===== src/rtl/atb_pkg.sv =====
// Shared ATB sink types: beat record, reserved trace IDs and flush handshake states.
package atb_pkg;

  localparam logic [6:0] ATB_ID_NULL    = 7'h00;
  localparam logic [6:0] ATB_ID_RSVD_LO = 7'h70;

  typedef struct packed {
    logic [6:0]  id;
    logic [1:0]  bytes;
    logic [31:0] data;
  } atb_beat_t;

  typedef enum logic [1:0] {
    FL_IDLE = 2'd0,
    FL_REQ  = 2'd1,
    FL_DONE = 2'd2
  } flush_state_t;

  function automatic logic id_is_rsvd(input logic [6:0] id);
    return id >= ATB_ID_RSVD_LO;
  endfunction

endpackage


===== src/rtl/atb_sync_fifo.sv =====
// Generic single-clock FIFO with occupancy count; head word read combinationally from storage.
// Data visible one cycle after push; push is dropped when full, pop ignored when empty.
module atb_sync_fifo #(
  parameter int DEPTH = 4,
  parameter int WIDTH = 8,
  localparam int AW = $clog2(DEPTH),
  localparam int CW = $clog2(DEPTH) + 1
) (
  input  logic             clk,
  input  logic             rst_n,
  input  logic             push,
  input  logic [WIDTH-1:0] push_data,
  input  logic             pop,
  output logic [WIDTH-1:0] pop_data,
  output logic [CW-1:0]    count
);

  logic [WIDTH-1:0] mem [DEPTH];
  logic [AW-1:0]    wr_ptr;
  logic [AW-1:0]    rd_ptr;
  logic             do_push;
  logic             do_pop;

  assign do_push  = push && (count != CW'(DEPTH));
  assign do_pop   = pop && (count != '0);
  assign pop_data = mem[rd_ptr];

  always_ff @(posedge clk) begin
    if (do_push) mem[wr_ptr] <= push_data;
  end

  // Depth is a power of two, so pointers wrap by natural overflow.
  always_ff @(posedge clk or negedge rst_n) begin
    if (!rst_n) begin
      wr_ptr <= '0;
      rd_ptr <= '0;
      count  <= '0;
    end else begin
      if (do_push) wr_ptr <= wr_ptr + AW'(1);
      if (do_pop)  rd_ptr <= rd_ptr + AW'(1);
      case ({do_push, do_pop})
        2'b10:   count <= count + CW'(1);
        2'b01:   count <= count - CW'(1);
        default: count <= count;
      endcase
    end
  end

endmodule


===== src/rtl/atb_rx_sink.sv =====
// ATB receive sink: filters null/reserved IDs into a FIFO, runs the flush handshake and periodic syncreq.
// Beats reach out_* one cycle after acceptance; atready drops only when the FIFO is full.
module atb_rx_sink
  import atb_pkg::*;
#(
  parameter int FIFO_DEPTH  = 4,
  parameter int SYNC_PERIOD = 1024
) (
  input  logic        atclk,
  input  logic        atresetn,
  input  logic        atclken,
  input  logic        atvalid,
  output logic        atready,
  input  logic [31:0] atdata,
  input  logic [1:0]  atbytes,
  input  logic [6:0]  atid,
  output logic        afvalid,
  input  logic        afready,
  output logic        syncreq,
  input  logic        atwakeup,
  input  logic        flush_req,
  input  logic        sync_force,
  output logic        out_valid,
  input  logic        out_ready,
  output logic [31:0] out_data,
  output logic [1:0]  out_bytes,
  output logic [6:0]  out_id,
  output logic        flush_done,
  output logic        err_rsvd_id,
  output logic        idle
);

  localparam int CW = $clog2(FIFO_DEPTH) + 1;
  localparam int SW = $clog2(SYNC_PERIOD);
  localparam logic [SW-1:0] SYNC_LAST = SW'(SYNC_PERIOD - 1);

  logic [CW-1:0] fifo_count;
  logic          accept;
  logic          id_rsvd;
  logic          push;
  logic          pop;
  atb_beat_t     wr_beat;
  atb_beat_t     rd_beat;
  flush_state_t  state_q;
  flush_state_t  state_d;
  logic [SW-1:0] sync_cnt;
  logic          sync_wrap;

  assign atready   = fifo_count < CW'(FIFO_DEPTH);
  assign accept    = atclken && atvalid && atready;
  assign id_rsvd   = id_is_rsvd(atid);
  assign push      = accept && (atid != ATB_ID_NULL) && !id_rsvd;
  assign out_valid = fifo_count != '0;
  assign pop       = out_valid && out_ready;
  assign wr_beat   = '{id: atid, bytes: atbytes, data: atdata};
  assign out_data  = rd_beat.data;
  assign out_bytes = rd_beat.bytes;
  assign out_id    = rd_beat.id;
  assign idle      = (fifo_count == '0) && (state_q == FL_IDLE) && !atwakeup;

  atb_sync_fifo #(
    .DEPTH (FIFO_DEPTH),
    .WIDTH ($bits(atb_beat_t))
  ) u_fifo (
    .clk       (atclk),
    .rst_n     (atresetn),
    .push      (push),
    .push_data (wr_beat),
    .pop       (pop),
    .pop_data  (rd_beat),
    .count     (fifo_count)
  );

  always_ff @(posedge atclk or negedge atresetn) begin
    if (!atresetn) state_q <= FL_IDLE;
    else           state_q <= state_d;
  end

  always_comb begin
    state_d = state_q;
    case (state_q)
      FL_IDLE: if (flush_req) state_d = FL_REQ;
      FL_REQ:  if (atclken && afready) state_d = FL_DONE;
      FL_DONE: state_d = FL_IDLE;
      default: state_d = FL_IDLE;
    endcase
  end

  always_comb begin
    afvalid    = 1'b0;
    flush_done = 1'b0;
    case (state_q)
      FL_REQ:  afvalid = 1'b1;
      FL_DONE: flush_done = 1'b1;
      default: ;
    endcase
  end

  assign sync_wrap = accept && (sync_cnt == SYNC_LAST);

  // A forced sync coinciding with a wrap still yields one pulse; it stretches until an enabled edge.
  always_ff @(posedge atclk or negedge atresetn) begin
    if (!atresetn) begin
      sync_cnt    <= '0;
      syncreq     <= 1'b0;
      err_rsvd_id <= 1'b0;
    end else begin
      if (sync_force)  sync_cnt <= '0;
      else if (accept) sync_cnt <= sync_wrap ? '0 : sync_cnt + SW'(1);
      if (sync_force || sync_wrap) syncreq <= 1'b1;
      else if (atclken)            syncreq <= 1'b0;
      if (accept && id_rsvd) err_rsvd_id <= 1'b1;
    end
  end

endmodule


===== config.mk =====
export PLATFORM = sky130hd
export DESIGN_NAME = atb_rx_sink
export DESIGN_NICKNAME = d
export VERILOG_FILES = /design/src/rtl/atb_pkg.sv /design/src/rtl/atb_sync_fifo.sv /design/src/rtl/atb_rx_sink.sv
export SDC_FILE = /design/constraint.sdc
export NUM_CORES = 1
export LEC_CHECK = 0
export BUFFER_PORTS_ARGS = -buffer_cell sky130_fd_sc_hd__buf_4
export CORE_ASPECT_RATIO = 1.25
export CORE_MARGIN = 2
export CORE_UTILIZATION = 40
export CTS_CLUSTER_SIZE = 10
export DETAILED_ROUTE_END_ITERATION = 8
export GPL_ROUTABILITY_DRIVEN = 1
export GPL_TIMING_DRIVEN = 0
export SYNTH_ARGS = -nofsm -noshare
export SYNTH_HDL_FRONTEND = slang
export SYNTH_SLANG_ARGS = --single-unit

===== constraint.sdc =====
create_clock -name atclk -period 2.5 [get_ports atclk]
set_input_delay 0.375 -clock atclk [delete_from_list [all_inputs] [get_ports atclk]]
set_output_delay 0.375 -clock atclk [all_outputs]
set_load 0.05 [all_outputs]

==> flow_summary.yaml, run 1 <==
run_status:
  status: "finished clean"
timing:
  timing.final.crit_share: 0.953
  fmax_mhz: 420
  rsz0062_at_grt: "true"
  tns_ns: 0
  drv_slew: 0
  clock_skew_ns: 0.0164
  hold_violations: 0
  setup_viol: 0
  slew_headroom: 0.512
  tightest_slew_ns: 0.732
  fin_crit_ns: 2.38
setup_path:
  critPathMaxStageDelay_ns: 0.54
  cp_common_cell: "buf_4"
  cp-start-kind: "register"
  worst-r2r-setup-slack_ns: 0.21
  critical_path_class: "register to primary output"
  reg2reg_from: "u_fifo.count[2]"
  crit_path_cell_trace: "buf_2, buf_4, mux4_2, buf_4"
  crit_family: "buffers and inverters"
  worstPathMaxFanout: 10
  crit_arrival_ns: 2.01
  path_depth: 4
  r2r_cells: 5
  crit_required_ns: 2.12
  worstSetupEndpointType: "primary output"
  cp_num_buf_inv: 3
  reg2reg_to: "u_fifo.mem[2][1]"
  critPathSlowestCell: "mux4_2"
place:
  io_buffers: 97
  dp_hpwl_um: 8280
  place_inst: 648
  placed_area_um2: 8150
  gp_congestion: 0.704
cts:
  htree_levels: 4
  clock_latency_ns: 0.43
  cts_tree: "yes"
  root_buffer: "clkbuf_16"
  clk_path_buf_depth: 2
  cts_setup_buffers: 0
  clk_pin_slew_ns: 0.07
  cts_buffers: 17
  cts.sinks: 185
flow_run:
  drv_cap: 0
logic_synthesis:
  ys_seq_area_frac: 0.775
  yosysWarningCount: 0
  synth_cell_type_count: 41
  synthCells: 323
  synth_area_um2: 7040
  synth_most_common_cell: "edfxtp_1"
  yosys.area.top_type: "edfxtp_1"
  netlist_top_cells_count: "edfxtp_1 (164), mux4_2 (41), dfrtp_1 (21)"
  avgSynthCellArea_um2: 21.8
  ys_ff_latch: 185
  ys_dominant_reg_cell: "edfxtp_1"
  synth_edf_count: 164
  synth.area.top_cells: "edfxtp_1 (70%), mux4_2 (13%), dfrtp_1 (7.5%)"
  ys_async_sr_fraction: 0.114
  synth_top_cell_area_share: 0.700
  syn_nets: 380
grt:
  grt_max_degree: 31
  overflow: 0
  grt_pass1_vias: 3670
  grt.busiest_layer: "met2"
  grt_util_all_layers: 0.146
  antenna_found_initial: 0
  gr-usage-met2: 0.243
  use_met1: 0.184
  use_met3: 0.0374
  grt_pass1_wl_um: 20100
detailed_routing:
  viasPerCell: 4.99
  drc: 0
  firstDrtPassIters: 4
  routed_wl_um: 12800
  detail_route.wl_per_cell_um: 18.8
  ant_nets: 0
  detailroute.via_count: 3393
  drtIter0Drc: 235
power:
  power_density_nw_per_um2: 1170
  p_sw_frac: 0.351
  p_leak_nw: 3.13
  internal_power_mw: 6.69
  seq_power_share: 0.360
  power_frac_clock: 0.271
  comb_power_share: 0.369
  switchingPower_mw: 3.62
  ir_drop_mv: 0.497
  power.total_mw: 10.3
floorplan:
  ios: 98
  die_w_um: 123
  dieHeight_um: 152
  initial_core_util: 0.405
  rows: 54
  fp.coreArea_um2: 17400
  dieArea_um2: 18700
finish:
  nFillCells: 1393
  nNetsFinal: 500
  area_delta_synth_final_pct: 25.0
  final_cells: 680
  drive_gt1_frac: 0.430
  antennaDiodeCount: 0
  design_area_um2: 8800
hold_path:
  min_from: "atbytes[0]"
  holdCritPathClass: "input pin to register"
  min_to: "u_fifo.mem[3][32]"
  hold_depth: 1
## per-layer routing
metal  vias up  share of wire  routed length (um)
met5         -              0                   0
li1       1552              -                   -
met4         0         0.0084                 108
met1      1748           0.42                5410
met2        78           0.53                6760
met3        15          0.041                 526
## cell usage in the layout, fill, tap and decap left out, types with 2 or more instances in the layout
cell,netlist,final
edfxtp_1,164,164
buf_4,3,100
mux4_2,41,41
dfrtp_1,21,21
clkbuf_16,0,17
inv_1,10,10
nor2_1,10,10
xor2_1,7,7
ha_1,6,6
nand2_1,5,5
xnor2_1,5,5
and2_2,0,4
inv_6,0,4
bufinv_16,0,4
clkbuf_4,0,3
o21ai_0,3,3
and3_1,3,3
or3_1,2,2
nor2b_1,2,2
buf_2,4,2
buf_6,1,2
nand3_1,2,2
and3_2,2,2
o2111ai_1,2,2
clkinvlp_4,0,2
clkinv_1,0,2
clkinv_2,0,2
buf_16,0,2
buf_12,0,2
## final cells by class
class | count | area [um2] | share of cell area
inverters | 10 | 37.5 | 0.00427
repair buffers | 102 | 833 | 0.0947
well taps | 224 | 280 | 0.0319
clock inverters | 15 | 196 | 0.0223
plain buffers | 11 | 81.3 | 0.00925
flip-flops and latches | 185 | 5450 | 0.620
clock buffers | 17 | 425 | 0.0484
multi-input cells | 116 | 1490 | 0.170
## worst max path at each step
stage / start / endpoint / slack (ns)
2_1_floorplan: u_fifo.count[2] / u_fifo.mem[2][0] / 0.17
3_3_place_gp: atclken / u_fifo.mem[0][14] / -0.88
3_5_place_dp: atclken / u_fifo.mem[2][20] / 0.12
4_1_cts: u_fifo.rd_ptr[1] / out_id[1] / 0.03
5_1_grt: u_fifo.rd_ptr[0] / out_data[13] / -0.01
6_report: u_fifo.rd_ptr[0] / out_data[27] / 0.12
## sequential cells by signal (all words and copies together), names as in the netlist
signal and cells:
sync_cnt 10, u_fifo.mem 164, err_rsvd_id 1, u_fifo.wr_ptr 2, state_q 2, u_fifo.rd_ptr 2
syncreq 1, u_fifo.count 3
## power groups by stage
stage                     Combinational, mW  Sequential (mW)  Clock, mW
final                                  3.81             3.71       2.79
after detailed placement               3.87             3.78          0
after CTS                              3.88             3.71       2.86
after floorplan                        2.76             3.79          0
after global placement                 3.80             3.77          0
after global routing                   4.05             3.73       2.99
## through the flow
step	hold slack [ns]	setup slack (ns)	utilization
after floorplan	0.0794	0.173	-
after global placement	0.277	-0.884	0.464
after detailed placement	0.281	0.119	0.469
after CTS	0.134	0.0273	0.506
after global routing	0.128	-0.0133	0.507
final	0.149	0.118	0.507
## kinds of logic after synthesis
| kind of cell | count (synthesis) | share of synthesized area |
|---|---|---|
| AOI/OAI and AO/OA | 16 | 0.0180 |
| xor gates and xnor gates | 12 | 0.0149 |
| adders and majority gates | 7 | 0.0135 |
| buffers and inverters | 22 | 0.0151 |
| DFF | 185 | 0.775 |
| muxes | 43 | 0.134 |
| and+or+nand+nor | 38 | 0.0297 |
## timing repair
item                                    CTS  global route
endpoints found under the setup margin   15            23
hold endpoints to repair                 21             0
hold buffers                              1             0
resized for setup                         3             6
No activity file was read; power rests on OpenSTA's default activity.
==> run 2: changes to the inputs <==
--- a/config.mk
+++ b/config.mk
@@ -5,12 +5,12 @@
 export SDC_FILE = /design/constraint.sdc
 export NUM_CORES = 1
 export LEC_CHECK = 0
-export BUFFER_PORTS_ARGS = -buffer_cell sky130_fd_sc_hd__buf_4
 export CORE_ASPECT_RATIO = 1.25
 export CORE_MARGIN = 2
 export CORE_UTILIZATION = 40
 export CTS_CLUSTER_SIZE = 10
 export DETAILED_ROUTE_END_ITERATION = 8
+export DONT_BUFFER_PORTS = 1
 export GPL_ROUTABILITY_DRIVEN = 1
 export GPL_TIMING_DRIVEN = 0
 export SYNTH_ARGS = -nofsm -noshare
==> run 2 against run 1 <==
  * Global-route usage is 0.27 points lower
  * Sequential share of layout area rose by 5.8 points
  * Critical path type unchanged
  * Utilization fell by 4.3 points
  * Combinational power down 17%
  * Clock-buffer cell count did not move
  * Die area unchanged
  * Fmax increased by 1.7%
  * Sequential cell count unchanged
  * First-iteration DRC count up 8.1%
  * Clock power is 4% lower
  * Critical path depth down 2
==> flow_summary.yaml, run 2 (synthesized netlist as in run 1, its figures left out) <==
setup_path:
  worstSetupStartpoint: "u_fifo.count[0]"
  worstPathMaxFanout: 3
  critical_path_class: "register to primary output"
  worstSetupEndpointType: "primary output"
  crit_arrival_ns: 1.97
  crit_family: "simple AND/OR/NAND/NOR gates"
  crit_required_ns: 2.12
  cp-start-kind: "register"
  critPathSlowestCell: "nor4_4"
  cp_num_buf_inv: 0
  critPathMaxStageDelay_ns: 0.65
  crit_path_cell_trace: "or3_4, nor4_4"
  reg2reg_from: "u_fifo.count[2]"
timing:
  setup_viol: 0
  fin_ws_ns: 0.158
  rsz0062_at_grt: "false"
  hold_ws_ns: 0.0402
  fmax_mhz: 427
  clock_skew_ns: 0.0103
  slew_headroom: 0.339
  timing.final.crit_share: 0.937
  fin_crit_ns: 2.34
  tns_ns: 0
  hold_violations: 0
  drv_slew: 0
  tightest_slew_ns: 0.989
detailed_routing:
  detailroute.via_count: 3073
  routed_wl_um: 12700
  detail_route.wl_per_cell_um: 21.7
  wl_met1_um: 4960
  drc: 0
  viasPerCell: 5.26
  drtIter0Drc: 254
  firstDrtPassIters: 4
  met3_length_um: 802
  top_layer_used: "met4"
  ant_nets: 0
  met2_length_um: 6680
finish:
  multi_input_comb_area_um2: 1510
  antennaDiodeCount: 0
  regMostFlops: "u_fifo.mem"
  final_cell_mix: "edfxtp_1 (164), mux4_2 (41), dfrtp_1 (21)"
  design_area_um2: 8040
  nFillCells: 1435
  final_common_cell: "edfxtp_1"
  area_delta_synth_final_pct: 14.3
  nNetsFinal: 404
  final_cells: 584
  largest_reg_flops: 164
  reg_top3: "u_fifo.mem: 164 flops, sync_cnt: 10 flops, u_fifo.count: 3 flops"
  drive_gt1_frac: 0.283
  regArea_um2: 5450
cts:
  clock_latency_ns: 0.42
  clk_path_buf_depth: 2
  htree_levels: 4
  cts_setup_buffers: 0
  clk_pin_slew_ns: 0.07
  root_buffer: "clkbuf_16"
  cts.sinks: 185
  cts_buffers: 17
  cts_tree: "yes"
grt:
  grt_pass1_vias: 3439
  grt_util_all_layers: 0.144
  antenna_found_initial: 0
  grt_pass1_wl_um: 19400
  overflow: 0
  grt_max_degree: 31
power:
  p_sw_frac: 0.367
  power_density_nw_per_um2: 1190
  internal_power_mw: 6.07
  seq_power_share: 0.391
  switchingPower_mw: 3.52
  comb_power_share: 0.329
  power_frac_clock: 0.281
  p_leak_nw: 2.66
  ir_drop_mv: 0.613
place:
  pre_cts_ws_ns: 0.151
  dp_hpwl_um: 8090
  placed_area_um2: 7420
  io_buffers: 0
  place_inst: 551
  gp_congestion: 0.749
hold_path:
  holdCritPathClass: "input pin to register"
  min_from: "atdata[14]"
floorplan:
  fp.coreArea_um2: 17400
  rows: 54
  initial_core_util: 0.405
  dieArea_um2: 18700
  ios: 98
  dieHeight_um: 152
  die_w_um: 123
flow_run:
  drv_cap: 0
run_status:
  status: "finished clean"
==> run 2: changes by cell type in the layout (fill, tap and decap cells not counted), sizes merged <==
| cell | change |
|---|---|
| inv | -1 |
| clkinv | +2 |
| bufinv | -1 |
| buf | -96 |
==> run 2: stage by stage <==
step           power (mW)   util
2_1_floorplan        6.55      -
3_3_place_gp         6.95  0.422
3_5_place_dp         7.03  0.427
4_1_cts              9.74  0.463
5_1_grt              9.97  0.463
6_report             9.60  0.463
==> run 2: worst paths after layout <==
path | to | slack [ns] | cells after the start
max | idle | 0.16 | 2
min | u_fifo.mem[3][14] | 0.04 | 0
max reg2reg | u_fifo.mem[2][24] | 0.24 | 5
min reg2reg | u_fifo.count[0] | 0.51 | 1
max in group asynchronous | u_fifo.rd_ptr[1] | 1.39 | 1
min in group asynchronous | sync_cnt[2] | 0.54 | 1
==> run 2: timing repair <==
action | 4_1_cts | 5_1_grt
endpoints found under the setup margin | 22 | 2
hold endpoints to repair | 21 | 0
resized for setup | 5 | 1
hold buffers | 1 | 0
pin swaps | 0 | 1
==> run 2: area by class of cell <==
class                           instances  share of cell area
Buffer                                 12             0.00933
Clock buffer                           17              0.0529
Clock inverter                         15              0.0213
Inverter                               10             0.00467
Multi-Input combinational cell        116               0.187
Sequential cell                       185               0.678
Tap cell                              224              0.0348
Timing Repair Buffer                    5              0.0121
==> run 2: power groups by stage <==
stage | registers [mW] | logic [mW] | clock network, mW
2_1_floorplan | 3.79 | 2.76 | 0
3_3_place_gp | 3.81 | 3.14 | 0
3_5_place_dp | 3.81 | 3.22 | 0
4_1_cts | 3.75 | 3.24 | 2.75
5_1_grt | 3.77 | 3.33 | 2.87
6_report | 3.75 | 3.16 | 2.69
==> run 2: routing by layer <==
metal | up-vias | global-route usage
met3 | 15 | 0.0535
met4 | 0 | 0.0525
met2 | 78 | 0.244
li1 | 1357 | -
met1 | 1623 | 0.164
met5 | - | 0
==> run 3: changes to the inputs <==
--- a/config.mk
+++ b/config.mk
@@ -13,6 +13,7 @@
 export DONT_BUFFER_PORTS = 1
 export GPL_ROUTABILITY_DRIVEN = 1
 export GPL_TIMING_DRIVEN = 0
+export REMOVE_ABC_BUFFERS = 1
 export SYNTH_ARGS = -nofsm -noshare
 export SYNTH_HDL_FRONTEND = slang
 export SYNTH_SLANG_ARGS = --single-unit
==> run 3 against run 2 <==
  * Global-route usage is 0.31 points lower
  * First-iteration DRC count is 4.7% lower
  * Via count is 1.8% lower
  * Routed wire length is 3.9% lower
  * Critical endpoint is now out_data[10]
  * Largest cell class unchanged
==> flow_summary.yaml, run 3 (synthesized netlist as in run 1, its figures left out) <==
setup_path:
  worstSetupEndpointType: "primary output"
  reg2reg_from: "u_fifo.count[2]"
  crit_family: "multiplexers"
  reg2reg_to: "u_fifo.mem[3][5]"
  crit_required_ns: 2.12
  critPathSlowestCell: "mux4_2"
  r2r_cells: 5
  crit_path_cell_trace: "buf_16, mux4_2"
  cp-start-kind: "register"
  worstPathMaxFanout: 36
  cp_num_buf_inv: 1
  crit_arrival_ns: 2.00
  critPathMaxStageDelay_ns: 0.73
  worst-r2r-setup-slack_ns: 0.23
  critical_path_class: "register to primary output"
power:
  comb_power_share: 0.314
  power_density_nw_per_um2: 1190
  internal_power_mw: 6.07
  p_leak_nw: 2.62
  power_frac_clock: 0.281
  switchingPower_mw: 3.49
  ir_drop_mv: 0.598
  power.total_mw: 9.57
  seq_power_share: 0.405
  p_sw_frac: 0.365
cts:
  htree_levels: 4
  cts.sinks: 185
  cts_buffers: 17
  clock_latency_ns: 0.42
  clk_path_buf_depth: 2
  root_buffer: "clkbuf_16"
  cts_tree: "yes"
  clk_pin_slew_ns: 0.07
  cts_setup_buffers: 0
detailed_routing:
  ant_nets: 0
  detail_route.wl_per_cell_um: 21.2
  viasPerCell: 5.26
  drc: 0
  firstDrtPassIters: 4
  drtIter0Drc: 242
  routed_wl_um: 12200
  detailroute.via_count: 3019
floorplan:
  dieArea_um2: 18700
  dieHeight_um: 152
  rows: 54
  fp.coreArea_um2: 17400
  initial_core_util: 0.405
  die_w_um: 123
  ios: 98
timing:
  slew_headroom: 0.346
  clock_skew_ns: 0.00922
  timing.final.crit_share: 0.951
  fmax_mhz: 421
  fin_crit_ns: 2.38
  tightest_slew_ns: 0.979
  tns_ns: 0
  setup_viol: 0
  rsz0062_at_grt: "false"
  drv_slew: 0
  hold_ws_ns: 0.0415
  hold_violations: 0
run_status:
  status: "finished clean"
hold_path:
  min_from: "atid[1]"
  min_to: "u_fifo.mem[0][35]"
  hold_depth: 0
  holdCritPathClass: "input pin to register"
flow_run:
  drv_cap: 0
finish:
  drive_gt1_frac: 0.271
  final_cell_mix: "edfxtp_1 (164), mux4_2 (41), dfrtp_1 (19)"
  nNetsFinal: 395
  regMostFlops: "u_fifo.mem"
  reg_top3: "u_fifo.mem: 164 flops, sync_cnt: 10 flops, u_fifo.count: 3 flops"
  final_common_cell: "edfxtp_1"
  area_delta_synth_final_pct: 14.0
  largest_reg_flops: 164
  design_area_um2: 8020
  antennaDiodeCount: 0
grt:
  grt_max_degree: 37
  antenna_found_initial: 0
  grt_pass1_wl_um: 19000
  overflow: 0
  grt_util_all_layers: 0.141
  grt_pass1_vias: 3334
place:
  io_buffers: 0
  dp_hpwl_um: 7540
  gp_congestion: 0.675
  placed_area_um2: 7390
==> run 3: changes by cell type in the layout (fill, tap and decap cells not counted), sizes merged <==
cell	delta
inv	+1
clkinv	-2
dlygate4sd3	+1
buf	-6
clkbuf	-4
==> run 3: final cells by class <==
type | instances | area [um2]
clock buffers | 17 | 425
clock inverters | 14 | 169
fillers | 1453 | 9340
inverters | 10 | 37.5
multi-input cells | 116 | 1510
flip-flops and latches | 185 | 5460
well taps | 224 | 280
repair buffers | 8 | 148
==> run 3: metal layers <==
layer	share of wire	up-vias	GRT usage
li1	-	1335	-
met1	0.39	1583	0.163
met2	0.53	85	0.238
met3	0.066	16	0.0524
met4	0.016	0	0.0509
met5	0	-	0
==> run 3: power by group through the flow <==
stage                     combinational [mW]  sequential (mW)  clock (mW)
final                                   3.00             3.87        2.69
after CTS                               3.08             3.88        2.76
after global placement                  2.69             4.20           0
after global routing                    3.17             3.91        2.89
after floorplan                         2.46             4.03           0
after detailed placement                3.05             3.95           0
==> run 3: worst max-delay path by stage <==
stage | from | endpoint | slack, ns | depth (start not counted)
after CTS | u_fifo.rd_ptr[0] | out_data[10] | 0.05 | 2
after floorplan | u_fifo.rd_ptr[0] | out_bytes[0] | -0.44 | 1
after global placement | u_fifo.rd_ptr[0] | out_data[10] | -1.20 | 1
final | u_fifo.rd_ptr[0] | out_data[10] | 0.12 | 2
after detailed placement | u_fifo.count[2] | u_fifo.mem[2][28] | 0.07 | 5
after global routing | u_fifo.rd_ptr[0] | out_id[3] | 0.01 | 2
==> run 3: stage by stage <==
stage          cells   util  setup slack, ns
5_1_grt          574  0.462           0.0140
2_1_floorplan    311      -           -0.439
4_1_cts          574  0.462           0.0546
6_report         574  0.462            0.122
3_3_place_gp     535  0.417            -1.20
3_5_place_dp     541  0.426           0.0682
==> run 3: worst register-to-register path, delay by kind of cell, from the launching register on <==
kind	cells	cell delay, ns
and+or+nand+nor	3	0.97
AOI/OAI and AO/OA	1	0.31
DFF	1	0.40
buffers and inverters	1	0.28
==> run 3: what timing repair did <==
action,4_1_cts,5_1_grt
pin swaps,1,0
endpoints found under the setup margin,1,23
hold endpoints to repair,23,0
gates resized for setup,2,1
hold buffers,2,0
